<file path="config.mk">
export PLATFORM = sky130hd
export DESIGN_NAME = prime_search_ctrl
export DESIGN_NICKNAME = d
export VERILOG_FILES = /design/src/rtl/prime_pkg.sv /design/src/rtl/prime_rem_unit.sv /design/src/rtl/prime_search_ctrl.sv
export SDC_FILE = /design/constraint.sdc
export NUM_CORES = 2
export LEC_CHECK = 0
export BUFFER_PORTS_ARGS = -buffer_cell sky130_fd_sc_hd__buf_4
export CAP_MARGIN = 20
export CORE_UTILIZATION = 35
export CTS_CLUSTER_DIAMETER = 100
export DETAILED_ROUTE_END_ITERATION = 6
export GPL_ROUTABILITY_DRIVEN = 0
export SYNTH_ARGS = -nofsm -noshare
export SYNTH_HDL_FRONTEND = slang
export SYNTH_SLANG_ARGS = --single-unit
export TNS_END_PERCENT = 50
</file>
<file path="constraint.sdc">
create_clock -name Clock -period 16.2 [get_ports Clock]
set_input_delay 2.43 -clock Clock [delete_from_list [all_inputs] [get_ports Clock]]
set_output_delay 2.43 -clock Clock [all_outputs]
set_load 0.05 [all_outputs]
</file>
<file path="src/rtl/prime_pkg.sv">
// Shared state encoding and helpers for the prime search controller.
package prime_pkg;

   typedef enum logic [2:0] {
      StIdle   = 3'd0,
      StLoad   = 3'd1,
      StTestSq = 3'd2,
      StDiv    = 3'd3,
      StCheck  = 3'd4,
      StEmit   = 3'd5,
      StNext   = 3'd6,
      StDone   = 3'd7
   } prime_state_t;

   localparam int unsigned FIRST_CAND = 2;

   // Operands are zero-extended to 64 bits so the square never truncates (WIDTH <= 64).
   function automatic logic sq_exceeds(input logic [63:0] div_v, input logic [63:0] cand_v);
      logic [127:0] sq;
      sq = {64'd0, div_v} * {64'd0, div_v};
      return sq > {64'd0, cand_v};
   endfunction

endpackage

</file>
<file path="src/rtl/prime_rem_unit.sv">
// Restoring remainder unit: one quotient bit per cycle, rem_done pulses WIDTH cycles after launch.
module prime_rem_unit
#(
   parameter int unsigned WIDTH = 32
) (
   input  logic             Clock,
   input  logic             Reset_n,
   input  logic             launch,
   input  logic [WIDTH-1:0] dividend,
   input  logic [WIDTH-1:0] divisor,
   output logic [WIDTH-1:0] rem,
   output logic             rem_done
);

   localparam int unsigned CntW = $clog2(WIDTH + 1);

   logic [WIDTH-1:0] rem_q, rem_d, shift_q, shift_d, dsor_q, dsor_d;
   logic [CntW-1:0]  cnt_q, cnt_d;
   logic             done_q, done_d;
   logic [WIDTH-1:0] step_rem, step_shift, step_dsor;
   logic [WIDTH:0]   trial;

   always_comb begin
      // The first bit is resolved on the launch edge itself, giving exactly WIDTH cycles of latency.
      step_rem   = launch ? '0 : rem_q;
      step_shift = launch ? dividend : shift_q;
      step_dsor  = launch ? divisor : dsor_q;
      trial      = {step_rem, step_shift[WIDTH-1]};
      rem_d      = rem_q;
      shift_d    = shift_q;
      dsor_d     = dsor_q;
      cnt_d      = cnt_q;
      done_d     = 1'b0;
      if (launch || (cnt_q != '0)) begin
         if (trial >= {1'b0, step_dsor}) begin
            rem_d = WIDTH'(trial - {1'b0, step_dsor});
         end else begin
            rem_d = trial[WIDTH-1:0];
         end
         shift_d = step_shift << 1;
         dsor_d  = step_dsor;
         cnt_d   = launch ? CntW'(WIDTH - 1) : cnt_q - CntW'(1);
         done_d  = (cnt_d == '0);
      end
   end

   always_ff @(posedge Clock or negedge Reset_n) begin
      if (!Reset_n) begin
         rem_q   <= '0;
         shift_q <= '0;
         dsor_q  <= '0;
         cnt_q   <= '0;
         done_q  <= 1'b0;
      end else begin
         rem_q   <= rem_d;
         shift_q <= shift_d;
         dsor_q  <= dsor_d;
         cnt_q   <= cnt_d;
         done_q  <= done_d;
      end
   end

   assign rem      = rem_q;
   assign rem_done = done_q;

endmodule

</file>
<file path="src/rtl/prime_search_ctrl.sv">
// Trial-division prime search sequencer with a valid/ready prime stream.
// Define PRIME_SKIP_EVEN_EN to test only 2 and odd candidates with odd divisors.
module prime_search_ctrl
   import prime_pkg::*;
#(
   parameter int unsigned WIDTH       = 32,
   parameter int unsigned COUNT_LIMIT = 1000000
) (
   input  logic             Clock,
   input  logic             Reset_n,
   input  logic             Start,
   input  logic             Abort,
   output logic             Prime_Valid,
   input  logic             Prime_Ready,
   output logic [WIDTH-1:0] Prime_Data,
   output logic [WIDTH-1:0] Prime_Count,
   output logic             Busy,
   output logic             Done
);

   localparam logic [WIDTH:0] LastCand = (WIDTH + 1)'(COUNT_LIMIT - 1);
   localparam bit             Trivial  = (COUNT_LIMIT <= FIRST_CAND);

   prime_state_t     state_q, state_d;
   logic [WIDTH-1:0] cand_q, cand_d, div_q, div_d, data_q, data_d, count_q, count_d;
   logic             valid_q, valid_d, done_q, done_d, busy_q, busy_d;
   logic             launch, rem_done;
   logic [WIDTH-1:0] rem, load_div, div_step;
   logic [WIDTH:0]   cand_nxt;

`ifdef PRIME_SKIP_EVEN_EN
   assign load_div = (cand_q > WIDTH'(FIRST_CAND)) ? WIDTH'(3) : WIDTH'(FIRST_CAND);
   assign div_step = WIDTH'(2);
   assign cand_nxt = {1'b0, cand_q} + ((cand_q == WIDTH'(FIRST_CAND)) ? (WIDTH + 1)'(1)
                                                                       : (WIDTH + 1)'(2));
`else
   assign load_div = WIDTH'(FIRST_CAND);
   assign div_step = WIDTH'(1);
   assign cand_nxt = {1'b0, cand_q} + (WIDTH + 1)'(1);
`endif

   prime_rem_unit #(
      .WIDTH(WIDTH)
   ) u_rem (
      .Clock   (Clock),
      .Reset_n (Reset_n),
      .launch  (launch),
      .dividend(cand_q),
      .divisor (div_q),
      .rem     (rem),
      .rem_done(rem_done)
   );

   always_comb begin
      state_d = state_q;
      cand_d  = cand_q;
      div_d   = div_q;
      data_d  = data_q;
      count_d = count_q;
      valid_d = valid_q;
      done_d  = done_q;
      launch  = 1'b0;
      if (Abort) begin
         state_d = StIdle;
         valid_d = 1'b0;
         done_d  = 1'b0;
      end else begin
         unique case (state_q)
            StIdle, StDone: begin
               if (Start) begin
                  cand_d  = WIDTH'(FIRST_CAND);
                  count_d = '0;
                  done_d  = Trivial;
                  state_d = Trivial ? StDone : StLoad;
               end
            end
            StLoad: begin
               div_d   = load_div;
               state_d = StTestSq;
            end
            StTestSq: begin
               if (sq_exceeds(64'(div_q), 64'(cand_q))) begin
                  valid_d = 1'b1;
                  data_d  = cand_q;
                  state_d = StEmit;
               end else begin
                  launch  = 1'b1;
                  state_d = StDiv;
               end
            end
            StDiv: begin
               if (rem_done) state_d = StCheck;
            end
            StCheck: begin
               if (rem == '0) begin
                  state_d = StNext;
               end else begin
                  div_d   = div_q + div_step;
                  state_d = StTestSq;
               end
            end
            StEmit: begin
               if (Prime_Ready) begin
                  valid_d = 1'b0;
                  if (count_q != '1) count_d = count_q + WIDTH'(1);
                  state_d = StNext;
               end
            end
            StNext: begin
               // Compared one bit wider so the last step never wraps past the limit.
               if (cand_nxt > LastCand) begin
                  done_d  = 1'b1;
                  state_d = StDone;
               end else begin
                  cand_d  = cand_nxt[WIDTH-1:0];
                  state_d = StLoad;
               end
            end
            default: state_d = StIdle;
         endcase
      end
      busy_d = !((state_d == StIdle) || (state_d == StDone));
   end

   always_ff @(posedge Clock or negedge Reset_n) begin
      if (!Reset_n) begin
         state_q <= StIdle;
         cand_q  <= '0;
         div_q   <= '0;
         data_q  <= '0;
         count_q <= '0;
         valid_q <= 1'b0;
         done_q  <= 1'b0;
         busy_q  <= 1'b0;
      end else begin
         state_q <= state_d;
         cand_q  <= cand_d;
         div_q   <= div_d;
         data_q  <= data_d;
         count_q <= count_d;
         valid_q <= valid_d;
         done_q  <= done_d;
         busy_q  <= busy_d;
      end
   end

   assign Prime_Valid = valid_q;
   assign Prime_Data  = data_q;
   assign Prime_Count = count_q;
   assign Busy        = busy_q;
   assign Done        = done_q;

endmodule

</file>
* Word-level counts from Yosys, hierarchy flattened
Cells that the tools add are included.
** Word-level totals
- Register bits after elaboration :: 236
- Output and inout bits :: 67
- Word-level logic and storage cells :: 95
** Operators by class
- Add/subtract/negate cells :: 5
- Multiply operators :: 1
- Magnitude comparators :: 3
- Equal/unequal tests :: 18
- Multiplexer cells :: 34
- Bitwise operators :: 1
- Reductions and logical operators :: 20
** Operators by type and width (count)
- 2-to-1 mux 32 bit :: 10
- case mux 32 bit (2 select lines) :: 3
- adder 32 x 1 -> 32 bit, second input constant :: 2
- > comparator 64 x 32 -> 1 bit :: 1
- multiplier 32 x 32 -> 64 bit :: 1
- adder 32 x 1 -> 33 bit, second input constant :: 1
- >= comparator 33 x 32 -> 1 bit :: 1
- > comparator 33 x 20 -> 1 bit, second input constant :: 1
- zero test 32 bit :: 1
- inequality test 32 bit, second input constant :: 1
- subtractor 32 bit :: 1
- 2-to-1 mux 3 bit :: 7
- case mux 3 bit (7 select lines) :: 1
- == test 3 bit, second input constant :: 5
- inequality test 3 bit, second input constant :: 4
- AND reduction 3 bit :: 4
- 2-to-1 mux 1 bit :: 10
- inequality test 2 bit, second input constant :: 5
- == test 3 x 2 -> 1 bit, second input constant :: 2
- zero test 3 bit :: 2
- zero test 6 bit :: 1
- 2-to-1 mux 6 bit :: 1
- nonzero test 2 bit :: 3
- nonzero test 3 bit :: 2
- other kinds (10) :: 12

* Depth between registers and ports, before layout
- Depth after elaboration :: 8
- Depth in mapped cells :: 58

* Hierarchy
Synthesis repeated with hierarchy kept, for this count alone.
** Second synthesis, totals
- Cell total of the unflattened synthesis :: 4886
- Area total of the unflattened synthesis :: 44353.8 um2
** By module, submodules not included
- prime_search_ctrl :: times used 1, cells each 4198, area an instance 37845.0 um2
- prime_rem_unit :: times used 1, cells each 688, area an instance 6508.7 um2

* Worst setup path after synthesis
No wires, ideal clock.
- Kind :: register to register
- Start point :: reg div_q[13]
- End point :: reg u_rem.rem_q[28], in the netlist u_rem.rem[28]
- Setup time :: 130 ps
- Data arrival time :: 12579 ps
- Data required time :: 16070 ps
- Setup slack :: 3491 ps
- Stages on the path, launching flop included :: 56
- Path buffers :: 4
- Period minus slack after synthesis :: 12709 ps
- Cell sequence :: dfrtp_1 -> clkbuf_1 -> clkbuf_1 -> nand2_1 -> fa_1 -> inv_1 -> fa_1 -> fa_1 -> inv_1 -> fa_1 -> inv_1 -> fa_1 -> inv_1 -> fa_1 -> inv_1 -> fa_1 -> inv_1 -> fa_1 -> (+20 left out) -> nand2_1 -> clkbuf_1 -> a21oi_1 -> ha_1 -> inv_1 -> fa_1 -> a211oi_1 -> o21ai_0 -> and3_1 -> o21ai_0 -> a21o_1 -> o211ai_1 -> a41oi_1 -> nand2b_1 -> nand2b_1 -> a21oi_1 -> xor2_1 -> o22ai_1
** On the way
- Cells in the longest elaborated chain, start to end :: 8
** RTL lines
- start, declared :: line prime_search_ctrl.sv:25 : logic [WIDTH-1:0] cand_q, cand_d, div_q, div_d, data_q, data_d, count_q, count_d;
- start signal, assigned :: line prime_search_ctrl.sv:138 : div_q <= div_d;
- multiplier 32 x 32 -> 64 bit :: line prime_pkg.sv:20 : sq = {64'd0, div_v} * {64'd0, div_v};
- > comparator 64 x 32 -> 1 bit :: line prime_pkg.sv:21 : return sq > {64'd0, cand_v};
- 2-to-1 mux 1 bit :: line prime_search_ctrl.sv:82 : if (sq_exceeds(64'(div_q), 64'(cand_q))) begin
- 2-to-1 mux 1 bit :: line prime_search_ctrl.sv:68 : unique case (state_q)
- 2-to-1 mux 1 bit :: line prime_search_ctrl.sv:63 : if (Abort) begin
- 2-to-1 mux 32 bit, on equally long branches :: line prime_rem_unit.sv:26, prime_rem_unit.sv:25, prime_rem_unit.sv:27
- subtractor 32 bit or >= comparator 33 x 32 -> 1 bit (tied branches) :: line prime_rem_unit.sv:36, prime_rem_unit.sv:35
- 2-to-1 mux 32 bit :: line prime_rem_unit.sv:35 : if (trial >= {1'b0, step_dsor}) begin
- end signal, assigned :: line prime_rem_unit.sv:55 : rem_q <= rem_d;
- end, declared :: line prime_rem_unit.sv:17 : logic [WIDTH-1:0] rem_q, rem_d, shift_q, shift_d, dsor_q, dsor_d;
Parallel ways exist; a longest one is shown, timed or not.
A chain may end at the register's enable or synchronous reset.

* Worst setup path after layout
- Start point :: reg div_q[4]
- End point :: reg u_rem.rem_q[4], in the netlist u_rem.rem[4]
Same word-level chain as after synthesis.

==> results.json <==
{
  "synth_top_cell_area_share_pct": 36.44,
  "worst_path_largest_cell_delay_ns": 0.88,
  "max-vdd-ir-drop_mv": 0.07855,
  "synth_area_leaders": "fa_1 (36%), dfrtp_1 (13%), ha_1 (9.8%)",
  "clkLatencyLatePin_ns": 0.57,
  "syn_avg_cell_area_um2": 8.983,
  "antenna_found_initial": 4,
  "core_mm2": 0.1244,
  "worst-path-max-fanout": 83,
  "grt_max_degree": 179,
  "yosysWarnings": 0,
  "post-route-drc-count": 0,
  "routed_wl_um": 124500,
  "hold_viol_final": 0,
  "cts.clk_slew.worst_paths_ns": 0.06,
  "track_usage_pct": 20.21,
  "ctsHtreeMaxLevel": 2,
  "fin_crit_ns": 15.00,
  "max_cap_viol_count": 0,
  "start_util_pct": 35.50,
  "outcome": "finished clean",
  "path_class": "flip-flop to flip-flop",
  "crit_top_cell": "fa_1",
  "drive_gt1_share_pct": 6.596,
  "die_h_um": 357.3,
  "min_period_over_period_pct": 92.61,
  "drt_first_pass_iters": 5,
  "required_ns": 16.67,
  "critPathSlowestCell": "dfrtp_1",
  "reg2reg_depth": 49,
  "ant_nets": 0,
  "tns_ns": 0,
  "rsz0062_at_grt": "no",
  "slew-limit-headroom_pct": 15.56,
  "grt_pass1_wl_um": 201800,
  "tightest_slew_ns": 1.253,
  "floorplan.rows": 129,
  "whs_path_depth": 1,
  "synthTopCellsByCount": "inv_1 (1,137), fa_1 (804), nand2_1 (491)",
  "die-area_mm2": 0.1276,
  "routedWlPerCell_um": 19.05,
  "syn-num-nets": 6072,
  "clock_skew_ns": 0.02503,
  "vias": 33050,
  "crit_arrival_ns": 15.47,
  "synthCells": 4917,
  "vias_per_cell": 5.057,
  "clock_path_buffers": 3,
  "slew_viol_final": 0,
  "synth-edff-count": 0,
  "pwr_density_cell_mw_per_mm2": 68.74,
  "synth_most_common_cell": "inv_1",
  "synth.distinct_cells": 93,
  "layout_setup_ws_ns": 1.197,
  "root_buffer": "clkbuf_16",
  "seq_area_frac_synth_pct": 13.37,
  "ys_ff_latch": 236,
  "area_delta_synth_final_pct": 7.620,
  "cts_hold_buf": 0,
  "hold_class": "flip-flop to flip-flop",
  "finalNetCount": 6029,
  "fmax_ghz": 0.06665,
  "drt-initial-drc-count": 2061,
  "io_pins": 72,
  "p_leak_uw": 0.02526,
  "synth-main-ff-cell": "dfrtp_1",
  "setup_violations": 0,
  "syn-cell-area_mm2": 0.04417,
  "cts_buffers": 34,
  "port_buffers": 71,
  "cts_sinks": 236,
  "die_w_um": 357.3,
  "dp_hpwl_um": 99660,
  "cts_tree": "built",
  "grt_pass1_vias": 35290,
  "grt_overflow": 0,
  "yosys.area.top_type": "fa_1",
  "start_kind": "flip-flop",
  "place_ws_ns": 1.228,
  "postSynth.asyncResetShare_pct": 100.0,
  "end_kind": "flip-flop"
}
## final cells by class
| cell class | instances | area, um^2 |
|---|---|---|
| antenna | 1 | 2.502 |
| clock inverter | 17 | 240.2 |
| sequential | 236 | 5907 |
| timing repair buffer | 131 | 1013 |
| multi-input combinational | 3311 | 33060 |
| clock buffer | 42 | 910.9 |
| inverter | 1160 | 4354 |
| fill | 12500 | 76910 |
| tap | 1637 | 2048 |
## cell families after synthesis
group,after synthesis,share of synthesized area [%]
AND/OR/NAND/NOR,1268,13.64
buffers and inverters,1370,11.85
flip-flops,236,13.37
AO/OA/AOI/OAI,642,9.260
XOR/XNOR,138,2.736
multiplexers,113,2.903
adder cells (fa/ha/maj),1150,46.24
## state kept, by name, summed over array words and instances (netlist names)
name / flops
state_q: 3
div_q: 32
Busy: 1
u_rem.rem: 32
Done: 1
cand_q: 32
u_rem.cnt_q: 6
u_rem.rem_done: 1
Prime_Data: 32
u_rem.shift_q: 31
Prime_Count: 32
u_rem.dsor_q: 32
Prime_Valid: 1
## cells in the final DEF (no fill, tap or decap), types with 18 or more instances in the layout
cell,instances
or3_1,19
mux2i_1,43
clkbuf_16,34
dfrtp_1,235
o21ai_0,167
nor2_1,264
nor3_1,47
o21a_1,24
xnor2_1,77
inv_1,1137
nor4_1,25
o31ai_1,18
xor2_1,61
buf_4,127
nand2_1,490
nor2b_1,23
nand4_1,56
a21o_1,49
fa_1,804
and2_1,189
ha_1,346
a22oi_1,22
nand3_1,55
a21oi_1,181
mux2_2,52
## path summary, 6_finish.rpt
kind                                     to             from  slack, ns
max                            u_rem.rem[4]         div_q[4]       1.20
min                         u_rem.dsor_q[0]  u_rem.dsor_q[0]       0.49
max reg2reg                    u_rem.rem[4]         div_q[4]       1.20
min reg2reg                 u_rem.dsor_q[0]  u_rem.dsor_q[0]       0.49
max in group asynchronous          div_q[3]          Reset_n      12.92
min in group asynchronous  u_rem.dsor_q[27]          Reset_n       1.83
## power by group
part	total, uW	leakage, uW	switching [uW]	internal (uW)
sequential	832	0.00316	111	720
clock	783	0.000557	314	469
combinational	1650	0.0215	1000	650
total	3270	0.0253	1430	1840
## through the flow
step	power, uW	cell area, um^2	utilization [%]	hold WS [ns]	instances
after floorplan	2040	44170	-	0.4541	4917
after global placement	2450	46380	37.27	0.4698	6474
after detailed placement	2470	46380	37.27	0.4855	6474
after CTS	3274	47530	38.19	0.4988	6533
after global routing	3505	47530	38.20	0.5099	6534
final	3268	47540	38.20	0.4928	6535
## routing by layer
| metal | routed length (um) | vias to the layer above | track usage, % |
|---|---|---|---|
| met3 | 7895 | 183 | 3.036 |
| met2 | 58040 | 979 | 32.83 |
| li1 | - | 15200 | - |
| met5 | 0 | - | 0 |
| met4 | 3859 | 0 | 6.026 |
| met1 | 54690 | 16680 | 27.78 |
## timing repair
| item | CTS | global route |
|---|---|---|
| buffers inserted | 0 | 0 |
| gates resized for setup | 0 | 2 |
| endpoints found under the setup margin | 0 | 16 |
## worst max-delay path: cells and delay by family (launching register included)
kind	cells	cell delay (ns)
AO/OA/AOI/OAI	16	4.69
flip-flops	1	0.88
AND/OR/NAND/NOR	12	2.59
XOR/XNOR	1	0.11
buffers and inverters	8	1.39
adder cells (fa/ha/maj)	11	4.90
multiplexers	1	0.26
Power figures use the tool's default switching activity.
